==> src/rtl/pipeline_hazard_unit_if.sv <==
// Pipeline hazard unit bus: the pipeline drives stage register addresses and
// control bits (master). The hazard unit returns forwarding selects, hold/flush
// controls, interrupt-entry strobes and the stall count (slave).
//   Pipeline -> unit : id_rs1/2, id_use_rs1/2, ex_rs1/2, ex_rd, ex_wb, ex_mem_read,
//                      mem_rd, mem_wb, wb_rd, wb_wb, branch_taken, interrupt
//   Unit -> pipeline : fwd_sel1/2, pc_hold, ifid_hold, idex_bubble, flush_ifid,
//                      int_push_pc, int_push_flags, int_vector_load,
//                      int_ret_branch, int_busy, stall_count
interface pipeline_hazard_unit_if #(
  parameter int unsigned REG_AW      = 3,
  parameter int unsigned STALL_CNT_W = 16
);
  logic [REG_AW-1:0]      id_rs1;
  logic [REG_AW-1:0]      id_rs2;
  logic                   id_use_rs1;
  logic                   id_use_rs2;
  logic [REG_AW-1:0]      ex_rs1;
  logic [REG_AW-1:0]      ex_rs2;
  logic [REG_AW-1:0]      ex_rd;
  logic                   ex_wb;
  logic                   ex_mem_read;
  logic [REG_AW-1:0]      mem_rd;
  logic                   mem_wb;
  logic [REG_AW-1:0]      wb_rd;
  logic                   wb_wb;
  logic                   branch_taken;
  logic                   interrupt;
  logic [1:0]             fwd_sel1;
  logic [1:0]             fwd_sel2;
  logic                   pc_hold;
  logic                   ifid_hold;
  logic                   idex_bubble;
  logic                   flush_ifid;
  logic                   int_push_pc;
  logic                   int_push_flags;
  logic                   int_vector_load;
  logic                   int_ret_branch;
  logic                   int_busy;
  logic [STALL_CNT_W-1:0] stall_count;

  modport master (
    output id_rs1, id_rs2, id_use_rs1, id_use_rs2, ex_rs1, ex_rs2, ex_rd,
           ex_wb, ex_mem_read, mem_rd, mem_wb, wb_rd, wb_wb, branch_taken, interrupt,
    input  fwd_sel1, fwd_sel2, pc_hold, ifid_hold, idex_bubble, flush_ifid,
           int_push_pc, int_push_flags, int_vector_load, int_ret_branch, int_busy,
           stall_count
  );

  modport slave (
    input  id_rs1, id_rs2, id_use_rs1, id_use_rs2, ex_rs1, ex_rs2, ex_rd,
           ex_wb, ex_mem_read, mem_rd, mem_wb, wb_rd, wb_wb, branch_taken, interrupt,
    output fwd_sel1, fwd_sel2, pc_hold, ifid_hold, idex_bubble, flush_ifid,
           int_push_pc, int_push_flags, int_vector_load, int_ret_branch, int_busy,
           stall_count
  );
endinterface

==> src/rtl/pipeline_hazard_unit.sv <==
// Hazard and sequencing controller for a 5-stage pipeline: EX operand
// forwarding, load-use stalls, branch flushes, a multi-cycle interrupt-entry
// sequence (drain, push PC, push flags, vector) and a saturating stall counter.
// Ports: clk, reset (sync, active-high), bus (pipeline_hazard_unit_if.slave).
// Hold/flush and forwarding outputs are combinational; strobes, int_busy,
// int_ret_branch and stall_count are registered.
module pipeline_hazard_unit #(
  parameter int unsigned REG_AW             = 3,
  parameter int unsigned DRAIN_CYCLES       = 3,
  parameter bit          ZERO_REG_HARDWIRED = 1'b0,
  parameter int unsigned STALL_CNT_W        = 16
) (
  input  logic                   clk,
  input  logic                   reset,
  pipeline_hazard_unit_if.slave  bus
);

  localparam int unsigned DCNT_W = (DRAIN_CYCLES > 1) ? $clog2(DRAIN_CYCLES) : 1;
  localparam logic [DCNT_W-1:0]      DCNT_LOAD = DCNT_W'(DRAIN_CYCLES - 1);
  localparam logic [STALL_CNT_W-1:0] STALL_MAX = '1;

  typedef enum logic [2:0] {
    ST_IDLE, ST_DRAIN, ST_PUSH_PC, ST_PUSH_FLAGS, ST_VECTOR
  } state_e;

  state_e                 state_q, state_d;
  logic [DCNT_W-1:0]      drain_cnt_q, drain_cnt_d;
  logic                   pending_q, pending_d;
  logic                   queued_q, queued_d;
  logic                   ret_branch_q, ret_branch_d;
  logic [STALL_CNT_W-1:0] stall_count_q, stall_count_d;
  logic                   int_prev_q;
  logic                   int_push_pc_q, int_push_flags_q, int_vector_load_q, int_busy_q;

  logic                   int_rise_c, lu_c;
  logic                   pc_hold_c, ifid_hold_c, idex_bubble_c, flush_ifid_c;
  logic [1:0]             fwd_sel1_c, fwd_sel2_c;

  // Register 0 optionally acts as a hardwired zero and never matches.
  function automatic logic reg_match(input logic [REG_AW-1:0] a, input logic [REG_AW-1:0] b);
    return (a == b) && !(ZERO_REG_HARDWIRED && (b == '0));
  endfunction

  // Memory-stage result is newer than writeback, so it wins.
  function automatic logic [1:0] fwd_select(input logic [REG_AW-1:0] rs);
    if (bus.mem_wb && reg_match(rs, bus.mem_rd)) return 2'b01;
    if (bus.wb_wb && reg_match(rs, bus.wb_rd))   return 2'b10;
    return 2'b00;
  endfunction

  // Forwarding selects and hazard detection.
  always_comb begin
    fwd_sel1_c = fwd_select(bus.ex_rs1);
    fwd_sel2_c = fwd_select(bus.ex_rs2);
    int_rise_c = bus.interrupt && !int_prev_q;
    lu_c       = bus.ex_mem_read && bus.ex_wb &&
                 ((bus.id_use_rs1 && reg_match(bus.id_rs1, bus.ex_rd)) ||
                  (bus.id_use_rs2 && reg_match(bus.id_rs2, bus.ex_rd)));
  end

  // Next-state and hold/flush outputs.
  always_comb begin
    state_d       = state_q;
    drain_cnt_d   = drain_cnt_q;
    pending_d     = pending_q | int_rise_c;
    queued_d      = queued_q;
    ret_branch_d  = ret_branch_q;
    stall_count_d = stall_count_q;
    pc_hold_c     = 1'b0;
    ifid_hold_c   = 1'b0;
    idex_bubble_c = 1'b0;
    flush_ifid_c  = 1'b0;

    case (state_q)
      ST_IDLE: begin
        if (bus.branch_taken) begin
          state_d = ST_IDLE;
        end else if (lu_c) begin
          pc_hold_c     = 1'b1;
          ifid_hold_c   = 1'b1;
          idex_bubble_c = 1'b1;
          if (stall_count_q != STALL_MAX) stall_count_d = stall_count_q + STALL_CNT_W'(1);
        end else if (pending_d) begin
          state_d     = ST_DRAIN;
          drain_cnt_d = DCNT_LOAD;
        end
      end
      ST_DRAIN: begin
        pc_hold_c    = 1'b1;
        flush_ifid_c = 1'b1;
        // An edge while a request is in service waits behind it.
        if (int_rise_c) queued_d = 1'b1;
        // Return PC must be the branch target once a branch resolves here.
        if (bus.branch_taken) ret_branch_d = 1'b1;
        if (drain_cnt_q == '0) state_d = ST_PUSH_PC;
        else                   drain_cnt_d = drain_cnt_q - DCNT_W'(1);
      end
      ST_PUSH_PC: begin
        pc_hold_c = 1'b1;
        if (int_rise_c) queued_d = 1'b1;
        state_d = ST_PUSH_FLAGS;
      end
      ST_PUSH_FLAGS: begin
        pc_hold_c = 1'b1;
        // Request in service retires; a queued or same-cycle edge stays pending.
        pending_d = int_rise_c | queued_q;
        queued_d  = 1'b0;
        state_d   = ST_VECTOR;
      end
      ST_VECTOR: begin
        ret_branch_d = 1'b0;
        state_d      = ST_IDLE;
      end
      default: state_d = ST_IDLE;
    endcase

    if (bus.branch_taken) begin
      flush_ifid_c  = 1'b1;
      idex_bubble_c = 1'b1;
      pc_hold_c     = 1'b0;
      ifid_hold_c   = 1'b0;
    end

    if (reset) begin
      pc_hold_c     = 1'b0;
      ifid_hold_c   = 1'b0;
      idex_bubble_c = 1'b0;
      flush_ifid_c  = 1'b0;
    end
  end

  // State register; interrupt level is sampled in reset so a held line is no edge.
  always_ff @(posedge clk) begin
    if (reset) begin
      state_q           <= ST_IDLE;
      drain_cnt_q       <= '0;
      pending_q         <= 1'b0;
      queued_q          <= 1'b0;
      ret_branch_q      <= 1'b0;
      stall_count_q     <= '0;
      int_prev_q        <= bus.interrupt;
      int_push_pc_q     <= 1'b0;
      int_push_flags_q  <= 1'b0;
      int_vector_load_q <= 1'b0;
      int_busy_q        <= 1'b0;
    end else begin
      state_q           <= state_d;
      drain_cnt_q       <= drain_cnt_d;
      pending_q         <= pending_d;
      queued_q          <= queued_d;
      ret_branch_q      <= ret_branch_d;
      stall_count_q     <= stall_count_d;
      int_prev_q        <= bus.interrupt;
      int_push_pc_q     <= (state_d == ST_PUSH_PC);
      int_push_flags_q  <= (state_d == ST_PUSH_FLAGS);
      int_vector_load_q <= (state_d == ST_VECTOR);
      int_busy_q        <= (state_d != ST_IDLE);
    end
  end

  assign bus.fwd_sel1        = fwd_sel1_c;
  assign bus.fwd_sel2        = fwd_sel2_c;
  assign bus.pc_hold         = pc_hold_c;
  assign bus.ifid_hold       = ifid_hold_c;
  assign bus.idex_bubble     = idex_bubble_c;
  assign bus.flush_ifid      = flush_ifid_c;
  assign bus.int_push_pc     = int_push_pc_q;
  assign bus.int_push_flags  = int_push_flags_q;
  assign bus.int_vector_load = int_vector_load_q;
  assign bus.int_ret_branch  = ret_branch_q;
  assign bus.int_busy        = int_busy_q;
  assign bus.stall_count     = stall_count_q;

endmodule

==> src/flat_wrapper.sv <==
// flat-port wrapper written by rule: the top's interface ports become plain ports
module pipeline_hazard_unit_flat 
#(
  parameter int unsigned REG_AW             = 3,
  parameter int unsigned DRAIN_CYCLES       = 3,
  parameter bit          ZERO_REG_HARDWIRED = 1'b0,
  parameter int unsigned STALL_CNT_W        = 16
)
  (clk, reset, bus_id_rs1, bus_id_rs2, bus_id_use_rs1, bus_id_use_rs2, bus_ex_rs1, bus_ex_rs2, bus_ex_rd, bus_ex_wb, bus_ex_mem_read, bus_mem_rd, bus_mem_wb, bus_wb_rd, bus_wb_wb, bus_branch_taken, bus_interrupt, bus_fwd_sel1, bus_fwd_sel2, bus_pc_hold, bus_ifid_hold, bus_idex_bubble, bus_flush_ifid, bus_int_push_pc, bus_int_push_flags, bus_int_vector_load, bus_int_ret_branch, bus_int_busy, bus_stall_count);
  pipeline_hazard_unit_if #(.REG_AW(REG_AW), .STALL_CNT_W(STALL_CNT_W)) bus_i ();
  input  logic clk;
  input  logic reset;
  input wire logic [$bits(bus_i.id_rs1)-1:0] bus_id_rs1;
  input wire logic [$bits(bus_i.id_rs2)-1:0] bus_id_rs2;
  input wire logic [$bits(bus_i.id_use_rs1)-1:0] bus_id_use_rs1;
  input wire logic [$bits(bus_i.id_use_rs2)-1:0] bus_id_use_rs2;
  input wire logic [$bits(bus_i.ex_rs1)-1:0] bus_ex_rs1;
  input wire logic [$bits(bus_i.ex_rs2)-1:0] bus_ex_rs2;
  input wire logic [$bits(bus_i.ex_rd)-1:0] bus_ex_rd;
  input wire logic [$bits(bus_i.ex_wb)-1:0] bus_ex_wb;
  input wire logic [$bits(bus_i.ex_mem_read)-1:0] bus_ex_mem_read;
  input wire logic [$bits(bus_i.mem_rd)-1:0] bus_mem_rd;
  input wire logic [$bits(bus_i.mem_wb)-1:0] bus_mem_wb;
  input wire logic [$bits(bus_i.wb_rd)-1:0] bus_wb_rd;
  input wire logic [$bits(bus_i.wb_wb)-1:0] bus_wb_wb;
  input wire logic [$bits(bus_i.branch_taken)-1:0] bus_branch_taken;
  input wire logic [$bits(bus_i.interrupt)-1:0] bus_interrupt;
  output wire logic [$bits(bus_i.fwd_sel1)-1:0] bus_fwd_sel1;
  output wire logic [$bits(bus_i.fwd_sel2)-1:0] bus_fwd_sel2;
  output wire logic [$bits(bus_i.pc_hold)-1:0] bus_pc_hold;
  output wire logic [$bits(bus_i.ifid_hold)-1:0] bus_ifid_hold;
  output wire logic [$bits(bus_i.idex_bubble)-1:0] bus_idex_bubble;
  output wire logic [$bits(bus_i.flush_ifid)-1:0] bus_flush_ifid;
  output wire logic [$bits(bus_i.int_push_pc)-1:0] bus_int_push_pc;
  output wire logic [$bits(bus_i.int_push_flags)-1:0] bus_int_push_flags;
  output wire logic [$bits(bus_i.int_vector_load)-1:0] bus_int_vector_load;
  output wire logic [$bits(bus_i.int_ret_branch)-1:0] bus_int_ret_branch;
  output wire logic [$bits(bus_i.int_busy)-1:0] bus_int_busy;
  output wire logic [$bits(bus_i.stall_count)-1:0] bus_stall_count;
  assign bus_i.id_rs1 = bus_id_rs1;
  assign bus_i.id_rs2 = bus_id_rs2;
  assign bus_i.id_use_rs1 = bus_id_use_rs1;
  assign bus_i.id_use_rs2 = bus_id_use_rs2;
  assign bus_i.ex_rs1 = bus_ex_rs1;
  assign bus_i.ex_rs2 = bus_ex_rs2;
  assign bus_i.ex_rd = bus_ex_rd;
  assign bus_i.ex_wb = bus_ex_wb;
  assign bus_i.ex_mem_read = bus_ex_mem_read;
  assign bus_i.mem_rd = bus_mem_rd;
  assign bus_i.mem_wb = bus_mem_wb;
  assign bus_i.wb_rd = bus_wb_rd;
  assign bus_i.wb_wb = bus_wb_wb;
  assign bus_i.branch_taken = bus_branch_taken;
  assign bus_i.interrupt = bus_interrupt;
  assign bus_fwd_sel1 = bus_i.fwd_sel1;
  assign bus_fwd_sel2 = bus_i.fwd_sel2;
  assign bus_pc_hold = bus_i.pc_hold;
  assign bus_ifid_hold = bus_i.ifid_hold;
  assign bus_idex_bubble = bus_i.idex_bubble;
  assign bus_flush_ifid = bus_i.flush_ifid;
  assign bus_int_push_pc = bus_i.int_push_pc;
  assign bus_int_push_flags = bus_i.int_push_flags;
  assign bus_int_vector_load = bus_i.int_vector_load;
  assign bus_int_ret_branch = bus_i.int_ret_branch;
  assign bus_int_busy = bus_i.int_busy;
  assign bus_stall_count = bus_i.stall_count;
  pipeline_hazard_unit #(.REG_AW(REG_AW), .DRAIN_CYCLES(DRAIN_CYCLES), .ZERO_REG_HARDWIRED(ZERO_REG_HARDWIRED), .STALL_CNT_W(STALL_CNT_W)) u_core (.clk(clk), .reset(reset), .bus(bus_i));
endmodule
==> config.mk <==
export PLATFORM = sky130hd
export DESIGN_NAME = pipeline_hazard_unit_flat
export DESIGN_NICKNAME = d
export VERILOG_FILES = /design/src/rtl/pipeline_hazard_unit_if.sv /design/src/rtl/pipeline_hazard_unit.sv /design/src/flat_wrapper.sv
export SDC_FILE = /design/constraint.sdc
export NUM_CORES = 1
export LEC_CHECK = 0
export CAP_MARGIN = 20
export CORE_UTILIZATION = 48
export CTS_CLUSTER_SIZE = 16
export DETAILED_ROUTE_END_ITERATION = 6
export PLACE_DENSITY = 0.93
export SLEW_MARGIN = 20
export SYNTH_ARGS = -nofsm -noshare
export SYNTH_HDL_FRONTEND = slang
export SYNTH_SLANG_ARGS = --single-unit
==> constraint.sdc <==
create_clock -name clk -period 3.8 [get_ports clk]
set_input_delay 1.14 -clock clk [delete_from_list [all_inputs] [get_ports clk]]
set_output_delay 1.14 -clock clk [all_outputs]
set_load 0.02 [all_outputs]
==> impl_results.md, run 1 <==
- Core Box Area: 3337 sq um
- Die Wd: 60.95 microns
- Vias: 1725
- Crit path kind: in2out
- Synth top area share: 34.81%
- Hold path startpoint: u_core.queued_q
- Final Max Slew Viols: 0
- Max Clk Rate: 0.2700 GHz
- H-tree lvl count: 2
- Mapped Area: 1668 sq um
- Area of the die: 3714 sq um
- Share of cells above drive strength 1: 13.58%
- CP Launch Type: input pin
- Mean Syn Cell Area: 8.553 sq um
- Most used routing layer: met2
- IO Pins: 60
- Bufs and invs on worst path: 4
- Reg2Reg Setup Slack: 1.57 ns
- Final Cell Area: 2441 sq um
- Total track usage: 24.69%
- Top FF cell, synth: dfxtp_1
- Synthesis Warnings: 0
- R2r worst-path depth: 6
- First-pass GRT wire length: 6789 microns
- Routed WL per cell: 13.84 microns
- Sw frac: 27.88%
- Nets@finish: 298
- Number of global-route vias before repair: 1588
- GPL Wtd Cong: 0.8808
- Post-synth EDFFs: 0
- Comb pwr share: 22.9%
- Area leader, netlist: dfxtp_1
- Final setup violation count: 0
- N_diodes: 0
- Slowest-stage cell, CP: clkdlybuf4s50_1
- Worst skew pair latency: 0.34 ns
- Pwr dens: 272.1 nW/um^2
- Final Critical Period: 3.703 ns
- CTS Buf Count: 5
- Status: finished clean
- Register area: 580.6 sq um
- Final Skew: 0.01086 ns
- P&R area growth vs syn: 46.36%
- CTS hold repair buffers: 0
- Clock power frac: 28.7%
- Final Hold Viols: 0
- Lkg Pwr: 0.9202 nW
- GR Util met3: 6.610%
- Initial core utilization: 49.98%
- Multi-input gate area: 1062 sq um
- Clock sinks: 29
- DRT Pass-1 Iters: 5
- Worst Max-Slew Pin Slew: 0.6425 ns
- Ys async rst share: 0%
- Synth area leaders: dfxtp_1 (35%), xnor2_1 (7.9%), a21oi_1 (5.4%), or4_1 (4.5%), nor2_1 (3.8%)
- Maximum VDD drop: 0.1723 mV
- Hpwl dp: 3120 microns
- P_int: 479.1 uW
- R2r endpoint: u_core.bus.stall_count[14]
- Clk buf depth: 2
- Met1 Use GR: 30.44%
- CTS tree: built
- Pin count of the biggest net entering global routing: 24
- Flop and latch count out of synthesis: 29
- Worst-path cell chain: clkdlybuf4s50_1, buf_4, inv_1, a21oi_1, clkdlybuf4s50_1
- Antenna viol nets, final: 0
- DRC: 0
- Worst Hold Class: reg2reg
- Setup TNS: 0 ns
- Critical R2R Launch: u_core.bus.stall_count[0]
- Final wirelength: 4303 microns
- Critical Path AT: 2.56 ns
- Post-Synthesis Net Count: 228
- Fill count: 252
- Port bufs: 59
- DRT iter0 DRCs: 98
- Cell variety after synth: 43
- Die H: 60.95 microns
- Root Buffer: clkbuf_4
- GR Layer Usage met2: 42.54%
- Initial antenna violation count: 0
- Post-Synthesis Cells: 195
- Req. time, crit path: 2.66 ns
- Post-CTS Setup Inserts: 0
- Placed cell area: 2356 sq um
- CP max FO: 5
- Total grt overflow: 0
- Row count: 21
- Post-synthesis sequential area ratio: 34.81%
- Worst Hold End: u_core.queued_q
- Reg clk slew, reported paths: 0.08 ns
- Avg Vias per Cell: 5.547
- Sequential share of power: 48.4%
- CP Capture Type: output port
- Period utilization: 97.46%
- Hold Path Stages: 2
- Max-Cap Viols: 0
- Largest stage delay, worst path: 0.62 ns
- Sw Pwr: 185.2 uW
- Critical Path Most Common Cell: clkdlybuf4s50_1
- CP delay by family, top: buffers and inverters
- Worst relative slew slack: 57.04%
## what timing repair did
action	in CTS	in global routing
setup endpoints to repair	6	4
resized for setup	16	13
pin swaps	0	5
hold endpoints to repair	0	0
## cells in the mapped netlist (all sizes together), types with 5 or more instances
| master | number |
|---|---|
| nor2 | 18 |
| nor2b | 5 |
| and4 | 5 |
| nor3 | 9 |
| a21oi | 18 |
| nand4 | 10 |
| o21ai | 6 |
| nand2b | 6 |
| or4 | 11 |
| dfxtp | 29 |
| inv | 9 |
| xnor2 | 15 |
| nand2 | 10 |
| o31ai | 8 |
## cell type report
cell class / count / area share, %
Sequential cell: 29 / 23.78
Tap cell: 46 / 2.358
Multi-Input combinational cell: 152 / 43.52
Timing Repair Buffer: 68 / 26.70
Clock buffer: 7 / 2.255
Inverter: 9 / 1.384
## cells in the final DEF, fill, tap and decap left out, drive strengths merged, types with 2 or more instances in the layout
| cell | instances |
|---|---|
| a211oi | 2 |
| a21oi | 18 |
| and2 | 2 |
| and4 | 5 |
| buf | 12 |
| clkbuf | 7 |
| clkdlybuf4s50 | 49 |
| dfxtp | 29 |
| dlygate4sd2 | 3 |
| dlymetal6s2s | 4 |
| ha | 2 |
| inv | 9 |
| mux2 | 3 |
| nand2 | 10 |
| nand2b | 6 |
| nand3 | 4 |
| nand4 | 10 |
| nor2 | 18 |
| nor2b | 5 |
| nor3 | 9 |
| o21ai | 6 |
| o31ai | 8 |
| or2 | 2 |
| or4 | 11 |
| xnor2 | 15 |
| xor2 | 4 |
## registers in the layout, indices dropped and copies added, names as in the netlist
| signal | count |
|---|---|
| u_core.state_q | 3 |
| u_core.pending_q | 1 |
| u_core.bus.int_push_pc | 1 |
| u_core.queued_q | 1 |
| u_core.bus.stall_count | 16 |
| u_core.bus.int_ret_branch | 1 |
| u_core.bus.int_busy | 1 |
| u_core.bus.int_push_flags | 1 |
| u_core.bus.int_vector_load | 1 |
| u_core.int_prev_q | 1 |
| u_core.drain_cnt_q | 2 |
## worst max-delay path by stage
stage | startpoint | end | cells after the start
final | bus_branch_taken | bus_flush_ifid | 5
after global routing | bus_id_rs1[2] | bus_pc_hold | 7
after CTS | bus_ex_rd[2] | bus_idex_bubble | 7
after detailed placement | bus_ex_rd[1] | bus_idex_bubble | 7
after global placement | bus_ex_rd[1] | bus_idex_bubble | 7
after floorplan | reset | bus_pc_hold | 3
## power by group through the flow
stage | combinational (mW) | clock, mW | sequential, mW
3_5_place_dp | 0.147 | 0 | 0.328
6_report | 0.152 | 0.191 | 0.322
3_3_place_gp | 0.144 | 0 | 0.328
2_1_floorplan | 0.0711 | 0 | 0.331
4_1_cts | 0.146 | 0.189 | 0.321
5_1_grt | 0.166 | 0.204 | 0.324
## metal layers
metal,routed length (microns),share of wire [%]
met1,1779,41
met5,0,0
met4,58,1.3
met3,225,5.2
met2,2239,52
## per-stage QoR
| stage | power [mW] | std cells | worst slack, ns | utilization (%) | hold slack, ns |
|---|---|---|---|---|---|
| after detailed placement | 0.4752 | 304 | -0.4251 | 70.60 | 0.4934 |
| after CTS | 0.6571 | 311 | 0.006209 | 72.07 | 0.5069 |
| after floorplan | 0.4025 | 195 | 0.4571 | - | 0.4570 |
| final | 0.6643 | 311 | 0.09652 | 73.15 | 0.5067 |
| after global placement | 0.4721 | 304 | -0.4024 | 70.60 | 0.4770 |
| after global routing | 0.6938 | 311 | -0.02487 | 73.15 | 0.5386 |
## worst min-delay path, delay by kind of cell (launching register included)
kind | cells | cell delay [ns]
AND/OR/NAND/NOR | 2 | 0.16
flip-flops | 1 | 0.31
## cells by family (layout without fill, tap and decap cells)
family | count (synthesis) | in the layout | share of synthesized area, %
fa+ha+maj | 2 | 2 | 1.500
mux | 4 | 4 | 2.850
compound gates | 40 | 40 | 15.83
flops | 29 | 29 | 34.81
simple gates | 87 | 87 | 31.36
xor+xnor | 19 | 19 | 9.978
buf+inv | 14 | 84 | 3.675
(Power assumes the default switching activity.)
==> run 2: changes to the inputs <==
--- a/config.mk
+++ b/config.mk
@@ -6,10 +6,12 @@
 export NUM_CORES = 1
 export LEC_CHECK = 0
 export CAP_MARGIN = 20
-export CORE_UTILIZATION = 48
+export CORE_MARGIN = 2
+export CORE_UTILIZATION = 40
 export CTS_CLUSTER_SIZE = 16
 export DETAILED_ROUTE_END_ITERATION = 6
-export PLACE_DENSITY = 0.93
+export MAX_ROUTING_LAYER = met4
+export PLACE_DENSITY = 0.84
 export SLEW_MARGIN = 20
 export SYNTH_ARGS = -nofsm -noshare
 export SYNTH_HDL_FRONTEND = slang
==> constraint.sdc (replaced) <==
create_clock -name clk -period 3.3 [get_ports clk]
set_input_delay 0.99 -clock clk [delete_from_list [all_inputs] [get_ports clk]]
set_output_delay 0.99 -clock clk [all_outputs]
set_load 0.02 [all_outputs]
==> run 2 against run 1 <==
Compared with the run above:
- critical path depth up 13
- sequential share of layout area fell by 1.0 points
- combinational power is 27% higher
- total power is 29% higher
- final cell count rose by 5.8%
- clock power grew 53%
- sequential power grew 15%
- clock skew fell by 0.0059 ns
- via count rose by 2.0%
- die area increased by 27%
- setup slack worse by 0.023 ns
==> impl_results.md, run 2 (synthesis results as in run 1) <==
- Initial core utilization: 41.70% (was 49.98%)
- CTS Buf Count: 5 (unchanged)
- Setup TNS: 0 ns (unchanged)
- Critical R2R Launch: u_core.bus.stall_count[0] (unchanged)
- Final Critical Period: 3.226 ns
- Max Clk Rate: 0.3100 GHz
- Total track usage: 21.49% (was 24.69%)
- Max-Cap Viols: 0 (unchanged)
- Crit path kind: in2reg (was in2out)
- Most common cell after layout, fill and taps aside: clkdlybuf4s50_1 (unchanged)
- First-pass GRT wire length: 7389 microns (was 6789 microns)
- Share of cells above drive strength 1: 23.66% (was 13.58%)
- CTS tree: built (unchanged)
- Antenna viol nets, final: 0 (unchanged)
- Final Skew: 0.004980 ns (was 0.01086 ns)
- Final wirelength: 4438 microns (was 4303 microns)
- Worst skew pair latency: 0.28 ns (was 0.34 ns)
- Status: finished clean (unchanged)
- R2r worst-path depth: 6 (unchanged)
- CP max FO: 2 (was 5)
- N_diodes: 0 (unchanged)
- Pin count of the biggest net entering global routing: 21 (was 24)
- Die Wd: 68.57 microns (was 60.95 microns)
- RSZ-0062 raised after global routing: no
- Avg Vias per Cell: 5.350 (was 5.547)
- CP Capture Type: register (was output port)
- Maximum VDD drop: 0.2913 mV (was 0.1723 mV)
- GPL Wtd Cong: 0.8248 (was 0.8808)
- Worst Hold End: u_core.drain_cnt_q[0] (was u_core.queued_q)
- Largest stage delay, worst path: 0.29 ns (was 0.62 ns)
- Final setup violation count: 0 (unchanged)
- Routed WL per cell: 13.49 microns (was 13.84 microns)
- Reg clk slew, reported paths: 0.06 ns (was 0.08 ns)
- Final Hold Viols: 0 (unchanged)
- Sequential share of power: 43.3% (was 48.4%)
- Final Max Slew Viols: 0 (unchanged)
- CTS hold repair buffers: 0 (unchanged)
- Comb pwr share: 22.6% (was 22.9%)
- Final Cell Area: 2551 sq um (was 2441 sq um)
- Core Box Area: 4000 sq um (was 3337 sq um)
- Row count: 23 (was 21)
- Nets@finish: 312 (was 298)
- Bufs and invs on worst path: 13 (was 4)
- Final total power: 856.6 uW (was 664.3 uW)
- Lkg Pwr: 0.9736 nW (was 0.9202 nW)
- Critical Path AT: 3.39 ns (was 2.56 ns)
- Fill count: 336 (was 252)
- CP Launch Type: input pin (unchanged)
- Setup WS post-layout: 0.07386 ns (was 0.09652 ns)
- Worst Hold Class: reg2reg (unchanged)
- Multi-input gate area: 1085 sq um (was 1062 sq um)
- Number of global-route vias before repair: 1697 (was 1588)
- Root Buffer: clkbuf_8 (was clkbuf_4)
- P&R area growth vs syn: 52.96% (was 46.36%)
- Sw frac: 26.73% (was 27.88%)
- Initial antenna violation count: 0 (unchanged)
- Most frequent cells in the layout: clkdlybuf4s50_1 (40), dfxtp_1 (29), buf_4 (24), a21oi_1 (18), nor2_1 (17) (was clkdlybuf4s50_1 (49), dfxtp_1 (29), a21oi_1 (18), nor2_1 (17), xnor2_1 (12))
- DRT iter0 DRCs: 118 (was 98)
- CP delay by family, top: buffers and inverters (unchanged)
- Slowest-stage cell, CP: mux2_4 (was clkdlybuf4s50_1)
- Period utilization: 97.76%
- Placed cell area: 2369 sq um (was 2356 sq um)
- Die H: 68.57 microns (was 60.95 microns)
- DRT Pass-1 Iters: 4 (was 5)
- Reg2Reg Setup Slack: 1.05 ns (was 1.57 ns)
- H-tree lvl count: 2 (unchanged)
- DRC: 0 (unchanged)
- Worst Setup SP: bus_ex_rd[2] (was bus_branch_taken)
- Clock power frac: 34.1% (was 28.7%)
- Register area: 580.6 sq um (unchanged)
- Clock sinks: 29 (unchanged)
- Area of the die: 4702 sq um (was 3714 sq um)
- Pwr dens: 335.8 nW/um^2 (was 272.1 nW/um^2)
- Hold Path Stages: 2 (unchanged)
- Worst Max-Slew Pin Slew: 0.6865 ns (was 0.6425 ns)
- Worst-path cell chain: buf_4, xnor2_2, nand4_1, nand2_2, buf_6, buf_4, buf_4, buf_4, buf_4, buf_4, buf_4, buf_4, buf_4, buf_4, buf_4, buf_6, and4_1, mux2_4 (was clkdlybuf4s50_1, buf_4, inv_1, a21oi_1, clkdlybuf4s50_1)
- IO Pins: 60 (unchanged)
- Worst relative slew slack: 54.10% (was 57.04%)
- Clk buf depth: 2 (unchanged)
- Port bufs: 59 (unchanged)
- Sw Pwr: 229.0 uW (was 185.2 uW)
- Vias: 1760 (was 1725)
- Util after Layout: 63.78% (was 73.15%)
- Critical Path Most Common Cell: buf_4 (was clkdlybuf4s50_1)
- P_int: 627.6 uW (was 479.1 uW)
- Total grt overflow: 0 (unchanged)
- Max reg flops: 16 (unchanged)
- R2r endpoint: u_core.bus.stall_count[14] (unchanged)
- Hold path startpoint: u_core.drain_cnt_q[0] (was u_core.queued_q)
- Req. time, crit path: 3.47 ns (was 2.66 ns)
- Pre-CTS WS: -0.6253 ns (was -0.4251 ns)
- Hpwl dp: 3157 microns (was 3120 microns)
==> run 2: changes by cell type in the layout (fill, tap and decap cells not counted), sizes merged <==
cell and delta:
clkbuf +9, buf +16, clkdlybuf4s50 -9, dlymetal6s2s -4, dlygate4sd2 +1, clkdlybuf4s15 +1
==> run 2: worst max path at each step <==
| stage | end | slack (ns) | depth (start not counted) |
|---|---|---|---|
| CTS | u_core.bus.stall_count[14] | 0.0005 | 18 |
| global placement | bus_idex_bubble | -0.59 | 7 |
| detailed placement | bus_idex_bubble | -0.63 | 7 |
| global route | u_core.bus.stall_count[14] | 0.0003 | 18 |
| finish | u_core.bus.stall_count[14] | 0.07 | 18 |
| floorplan | bus_pc_hold | 0.26 | 3 |
==> run 2: power by group through the flow <==
stage | registers, mW | clock network (mW) | logic (mW)
2_1_floorplan | 0.382 | 0 | 0.0819
6_report | 0.371 | 0.292 | 0.193
5_1_grt | 0.372 | 0.312 | 0.211
3_5_place_dp | 0.378 | 0 | 0.170
3_3_place_gp | 0.377 | 0 | 0.166
4_1_cts | 0.371 | 0.297 | 0.183
==> run 2: what timing repair did <==
item,in CTS,in global routing
setup buffers,11,2
pin swaps,11,9
endpoints found under the setup margin,8,7
resized for setup,37,35
==> run 2: per-layer routing <==
metal  vias up  wire length, microns  part of all wire [%]  GRT usage [%]
met5         -                     0                     0              -
met4         0                   101                   2.3          8.000
li1        886                     -                     -              -
met3        10                   215                   4.8          4.545
met1       807                  1918                    43          26.70
met2        57                  2202                    50          34.25
==> run 2: tightest hold or removal path: stages, from the launching register on <==
cell,delay (ns)
dfxtp_1,0.31
o221ai_1,0.06
a21oi_1,0.07
==> run 2: layout make-up <==
cell class	instances	area share, %
clock buffer	7	3.384
timing repair buffer	82	27.56
multi-input combinational	152	42.52
inverter	9	1.324
tap	50	2.452
sequential	29	22.76
==> run 2: metrics by stage <==
stage | std cells | hold WS, ns
finish | 329 | 0.4925
floorplan | 195 | 0.4570
global route | 329 | 0.5093
CTS | 327 | 0.4905
detailed placement | 309 | 0.4778
global placement | 309 | 0.4720
==> run 3: changes to the inputs <==
--- a/config.mk
+++ b/config.mk
@@ -5,6 +5,7 @@
 export SDC_FILE = /design/constraint.sdc
 export NUM_CORES = 1
 export LEC_CHECK = 0
+export ABC_CLOCK_PERIOD_IN_PS = 3300
 export CAP_MARGIN = 20
 export CORE_MARGIN = 2
 export CORE_UTILIZATION = 40
==> results of run 3 <==
No change in the layout: final DEF, timing and power equal those of run 2.
